==> src/rtl/t02_wishbone_subordinate.sv <==
// Wishbone classic-cycle subordinate backed by a word-addressed register memory,
// with programmable wait states and byte lanes. Define T02_WB_SUB_ERR_EN to add ERR_O.
module t02_wishbone_subordinate #(
    parameter logic [31:0] ADDR_BASE   = 32'h3000_0000,
    parameter int          DEPTH_WORDS = 32,
    parameter int          WAIT_CYCLES = 1
) (
    input  logic        clk,
    input  logic        rst,
    input  logic [31:0] ADR_I,
    input  logic [31:0] DAT_I,
    input  logic [3:0]  SEL_I,
    input  logic        WE_I,
    input  logic        STB_I,
    input  logic        CYC_I,
`ifdef T02_WB_SUB_ERR_EN
    output logic        ERR_O,
`endif
    output logic [31:0] DAT_O,
    output logic        ACK_O
);

    localparam int          IDX_W     = $clog2(DEPTH_WORDS);
    localparam logic [32:0] END_ADDR  = {1'b0, ADDR_BASE} + 33'(4 * DEPTH_WORDS);
    localparam logic [3:0]  WAIT_LOAD = (WAIT_CYCLES > 0) ? 4'(WAIT_CYCLES - 1) : 4'd0;

    typedef enum logic [1:0] {S_IDLE, S_WAIT, S_ACK} state_t;

    state_t             state_q, state_d;
    logic [3:0]         cnt_q, cnt_d;
    logic               capture, wr_en;

    logic [IDX_W-1:0]   idx_q;
    logic               inr_q, we_q;
    logic [3:0]         sel_q;
    logic [31:0]        dat_q;
    logic [31:0]        mem [DEPTH_WORDS];

    // Range check done on 33 bits so a region ending at 2^32 does not wrap.
    logic [31:0] offset;
    logic        in_range;
    assign offset   = ADR_I - ADDR_BASE;
    assign in_range = ({1'b0, ADR_I} >= {1'b0, ADDR_BASE}) && ({1'b0, ADR_I} < END_ADDR);

    logic unused_ok;
    assign unused_ok = &{1'b0, offset[1:0], offset[31:IDX_W+2]};

    always_comb begin
        state_d = state_q;
        cnt_d   = cnt_q;
        capture = 1'b0;
        wr_en   = 1'b0;
        case (state_q)
            S_IDLE: begin
                if (CYC_I && STB_I) begin
                    capture = 1'b1;
                    if (WAIT_CYCLES == 0) begin
                        state_d = S_ACK;
                    end else begin
                        cnt_d   = WAIT_LOAD;
                        state_d = S_WAIT;
                    end
                end
            end
            S_WAIT: begin
                if (!CYC_I)            state_d = S_IDLE;
                else if (cnt_q == 4'd0) state_d = S_ACK;
                else                    cnt_d   = cnt_q - 4'd1;
            end
            S_ACK: begin
                state_d = S_IDLE;
                wr_en   = we_q && inr_q;
            end
            default: state_d = S_IDLE;
        endcase
    end

    always_ff @(posedge clk or posedge rst) begin
        if (rst) begin
            state_q <= S_IDLE;
            cnt_q   <= '0;
            idx_q   <= '0;
            inr_q   <= 1'b0;
            we_q    <= 1'b0;
            sel_q   <= '0;
            dat_q   <= '0;
            for (int i = 0; i < DEPTH_WORDS; i++) mem[i] <= '0;
        end else begin
            state_q <= state_d;
            cnt_q   <= cnt_d;
            if (capture) begin
                idx_q <= offset[IDX_W+1:2];
                inr_q <= in_range;
                we_q  <= WE_I;
                sel_q <= SEL_I;
                dat_q <= DAT_I;
            end
            // Write commits on the edge that ends the ACK cycle.
            if (wr_en) begin
                for (int b = 0; b < 4; b++)
                    if (sel_q[b]) mem[idx_q][8*b +: 8] <= dat_q[8*b +: 8];
            end
        end
    end

    // Outputs decode straight from state so an async reset clears them at once.
    assign DAT_O = (state_q == S_ACK && !we_q && inr_q) ? mem[idx_q] : 32'h0;
`ifdef T02_WB_SUB_ERR_EN
    assign ACK_O = (state_q == S_ACK) && inr_q;
    assign ERR_O = (state_q == S_ACK) && !inr_q;
`else
    assign ACK_O = (state_q == S_ACK);
`endif

endmodule

==> config.mk <==
export PLATFORM = sky130hd
export DESIGN_NAME = t02_wishbone_subordinate
export DESIGN_NICKNAME = d
export VERILOG_FILES = /design/src/rtl/t02_wishbone_subordinate.sv
export SDC_FILE = /design/constraint.sdc
export NUM_CORES = 2
export LEC_CHECK = 0
export ABC_AREA = 1
export CORE_MARGIN = 1
export CORE_UTILIZATION = 30
export CTS_BUF_LIST = sky130_fd_sc_hd__clkbuf_8
export DETAILED_ROUTE_END_ITERATION = 8
export GPL_TIMING_DRIVEN = 0
export HOLD_SLACK_MARGIN = 0.02
export PLACE_DENSITY = 0.46
export SYNTH_ARGS = -nofsm -noshare
export SYNTH_HDL_FRONTEND = slang
export SYNTH_SLANG_ARGS = --single-unit
==> constraint.sdc <==
create_clock -name clk -period 38.2 [get_ports clk]
set_input_delay 7.64 -clock clk [delete_from_list [all_inputs] [get_ports clk]]
set_output_delay 7.64 -clock clk [all_outputs]
set_load 0.01 [all_outputs]
==> metrics.md <==
| Metric | Value |
|---|---|
| Outcome | finished, final reports clean |
| Peak VDD IR | between 0.06 and 0.07 mV |
| Post-synth top area share | 0.543 |
| Clk sink count | between 1000 and 1500 |
| Final TNS setup | 0 ps |
| Gr usage total | 0.275 |
| Critical-path top delay cell | clkbuf_1 |
| Relative max-transition margin | 0.0698 |
| DR WL/cell | 25.0 µm |
| Clock root buffer | clkbuf_8 |
| Final hold viol count | 0 |
| Die width | roughly 400 µm |
| Total Power | a little over 3000 µW |
| Global-route wire length before repair | around 330000 µm |
| Final WL | roughly 230000 µm |
| Synth cell types | 23 |
| Seq cells post-synth | between 1000 and 1500 |
| CP startpoint kind | flop |
| CP Cell Sequence | inv_1, buf_2, clkbuf_1, clkbuf_1, nand2_1, nand2_1, nand2_1, nand2_1, nand2_1, nand2_1, nor2_1, a21oi_1, clkdlybuf4s50_1 |
| Syn Inst Count | ~6700 |
| Netlist Area Pre-Place | between 40000 and 50000 µm² |
| Post-synthesis sequential area ratio | 0.543 |
| Total CTS buffers | roughly 190 |
| Clock Tree Buf Depth | 3 |
| Worst slew pin tran | between 1000 and 1500 ps |
| Row cnt | 148 |
| HP Class | reg2reg |
| Quantity of gates resized following cts | 0 |
| Max Cap Viol | 0 |
| Top cell family by delay on the critical path | buffers and inverters |
| Vias | between 40000 and 50000 |
| Fillers | about 18000 |
| Via count of the first global-routing pass | 44800 |
| CTS tree | done |
| Top post-synthesis cells by area | dfrtp_1 (54%), nand2_1 (28%), o21ai_0 (8.9%), clkbuf_1 (3.1%), o21ai_1 (1.9%) |
| Largest net degree at the start of global routing | between 100 and 150 |
| Slew Limit Fails | 0 |
| RePlAce Congestion | slightly above 1 |
| Fraction of layout cells with a size suffix above 1 | 0.0437 |
| Net count, final | 7034 |
| Logic pwr share | 0.279 |
| Synth warnings | 0 |
| Net Switching | roughly 1300 µW |
| Internal power | around 1800 µW |
| Later-pin clock latency in the skew report | about 950 ps |
| Avg Cell Area, Syn | 7.43 µm² |
| DRT Pass-1 Iters | 6 |
| Most frequent CP cell | nand2_1 |
| Hold Buf Count CTS | 0 |
| Die Y | 408 µm |
| Post-CTS setup buffers | 0 |
| Pwr dens | 54.4 nW/µm² |
| Worst-case clock skew | 47.8 ps |
| Post-synth top area cell | dfrtp_1 |
| Worst Path Max Fanout | 10 |
| Critical Path RT | between 30000 and 40000 ps |
| DRC | 0 |
| CTS clock-pin slew for the worst setup and hold paths | 60 ps |
| CP arrival | ~5900 ps |
| Worst hold slack | 481 ps |
| Crit path largest cell delay | roughly 980 ps |
| Final setup violating endpoints | 0 |
| Critical path type | reg2out |
| Post-DP HPWL | 168000 µm |
| Iteration-0 DRC Markers | slightly above 5000 |
| Final min period | approximately 14000 ps |
| Final core area utilization | 0.351 |
| RSZ-0062 raised after global routing | false |
| Core Area | 163000 µm² |
| Leakage power | 0.0280 µW |
| Grt ovf | 0 |
| Buffers & Inverters on Critical Path | 5 |
| Tcrit/Tclk final | 0.354 |
| Die area | around 170000 µm² |
| IO buf count | between 100 and 150 |
| Post-Syn Nets | just under 7000 |
| CTS H-tree lvls | 4 |
| I/O pins | 106 |
| CP Capture Type | output pin |
| Initial Utilization | 0.303 |
| Sequential share of power | 0.374 |
| Final ANT Viol Nets | 0 |
| Clock share of power | 0.347 |
| Area growth, synth to finish | 15.8% |
| Switching share of total power | 0.423 |
| Antenna violations before repair | 13 |
| Avg Vias per Cell | 5.02 |
| FMAX | between 0.07 and 0.08 GHz |
-- path summary, 6_finish.rpt --
kind / from / end / slack [ps] / depth (start not counted)
setup / recovery: idx_q[0]$_DFFE_PP0P_ / DAT_O[25] / 24690 / 13
hold / removal: mem[115]$_DFFE_PP0P_ / mem[115]$_DFFE_PP0P_ / 480 / 2
setup reg to reg: idx_q[0]$_DFFE_PP0P_ / mem[417]$_DFFE_PP0P_ / 34350 / 8
hold reg to reg: mem[115]$_DFFE_PP0P_ / mem[115]$_DFFE_PP0P_ / 480 / 2
max in group asynchronous: rst / mem[778]$_DFFE_PP0P_ / 28190 / 7
min in group asynchronous: rst / dat_q[23]$_DFFE_PP0P_ / 7170 / 2
-- per-layer routing --
layer | GRT usage | up-vias | share of wire
met2 | 0.409 | 1889 | 0.43
met5 | 0.00690 | - | 0.00084
li1 | - | 21600 | -
met1 | 0.373 | 22700 | 0.43
met4 | 0.137 | 8 | 0.054
met3 | 0.0655 | 425 | 0.085
-- worst register-to-register path, cell delays in order, from the launching register on --
cell	delay [ps]
dfrtp_1	420
inv_1	80
buf_2	340
nand2_1	800
nor2_1	1010
nand2_1	480
clkbuf_1	370
nand2_1	110
o21ai_0	90
-- cells by family (layout without fill, tap and decap cells) --
logic type / Yosys count / in the layout / share of synthesized area
xor gates and xnor gates: 1 / 1 / 0.000177
adders and majority gates: 2 / 2 / 0.000506
DFF: 1073 / 1073 / 0.543
other: 0 / 5 / 0
buffers and inverters: 505 / 955 / 0.0389
AOI/OAI and AO/OA: 1100 / 1100 / 0.111
and+or+nand+nor: 3969 / 3969 / 0.306
-- power groups by stage --
stage	registers (µW)	clock network (µW)	logic (µW)
after detailed placement	1180	0	852
after global routing	1170	1140	877
after floorplan	1190	0	319
final	1160	1080	869
after CTS	1160	1100	855
after global placement	1190	0	847
-- layout make-up --
class | count | area (µm²) | area share
antenna | 5 | 12.5 | 0.000219
buffer | 447 | 1700 | 0.0298
clock buffer | 239 | 3290 | 0.0575
clock inverter | 97 | 435 | 0.00761
inverter | 58 | 225 | 0.00394
multi-input combinational | 5072 | 20700 | 0.361
sequential | 1073 | 26900 | 0.469
tap | 2175 | 2720 | 0.0476
timing repair buffer | 114 | 1330 | 0.0233
-- synthesized netlist by cell type --
master	count
a21oi_1	32
buf_1	25
buf_2	17
buf_4	1
clkbuf_1	404
clkinv_1	1
dfrtp_1	1073
ha_1	2
inv_1	52
inv_2	5
nand2_1	3742
nand3_1	103
nand3b_1	1
nor2_1	102
nor2_2	8
nor3_1	2
nor3_2	2
nor3_4	3
nor3b_1	1
nor4_1	5
o21ai_0	876
o21ai_1	192
xor2_1	1
-- metrics by stage --
step | setup WS (ps) | cell area (µm²) | cells
6_report | 24690 | 57200 | 9280
5_1_grt | 24830 | 57200 | 9276
4_1_cts | 24920 | 57200 | 9275
3_5_place_dp | 25960 | 53500 | 8939
3_3_place_gp | -15240 | 53200 | 8928
2_1_floorplan | 354 | 49400 | 6650
-- sequential cells by signal, indices dropped and copies added, names as in the netlist --
register,count
cnt_q,4
dat_q,32
idx_q,5
inr_q,1
mem,1024
sel_q,4
state_q,2
we_q,1
-- layout by cell type (no fill, tap or decap), types with 5 or more instances in the layout --
cell type,n
clkbuf_8,239
o21ai_0,876
inv_1,126
clkinv_2,14
nand3_1,103
clkinvlp_4,6
buf_1,25
dfrtp_1,1073
buf_2,17
o21ai_1,192
clkbuf_1,403
clkdlybuf4s50_1,103
nor2_1,102
nand2_1,3742
inv_2,5
nor4_1,5
a21oi_1,32
nor2_2,8
buf_16,11
diode_2,5
Power figures use the tool's default switching activity.
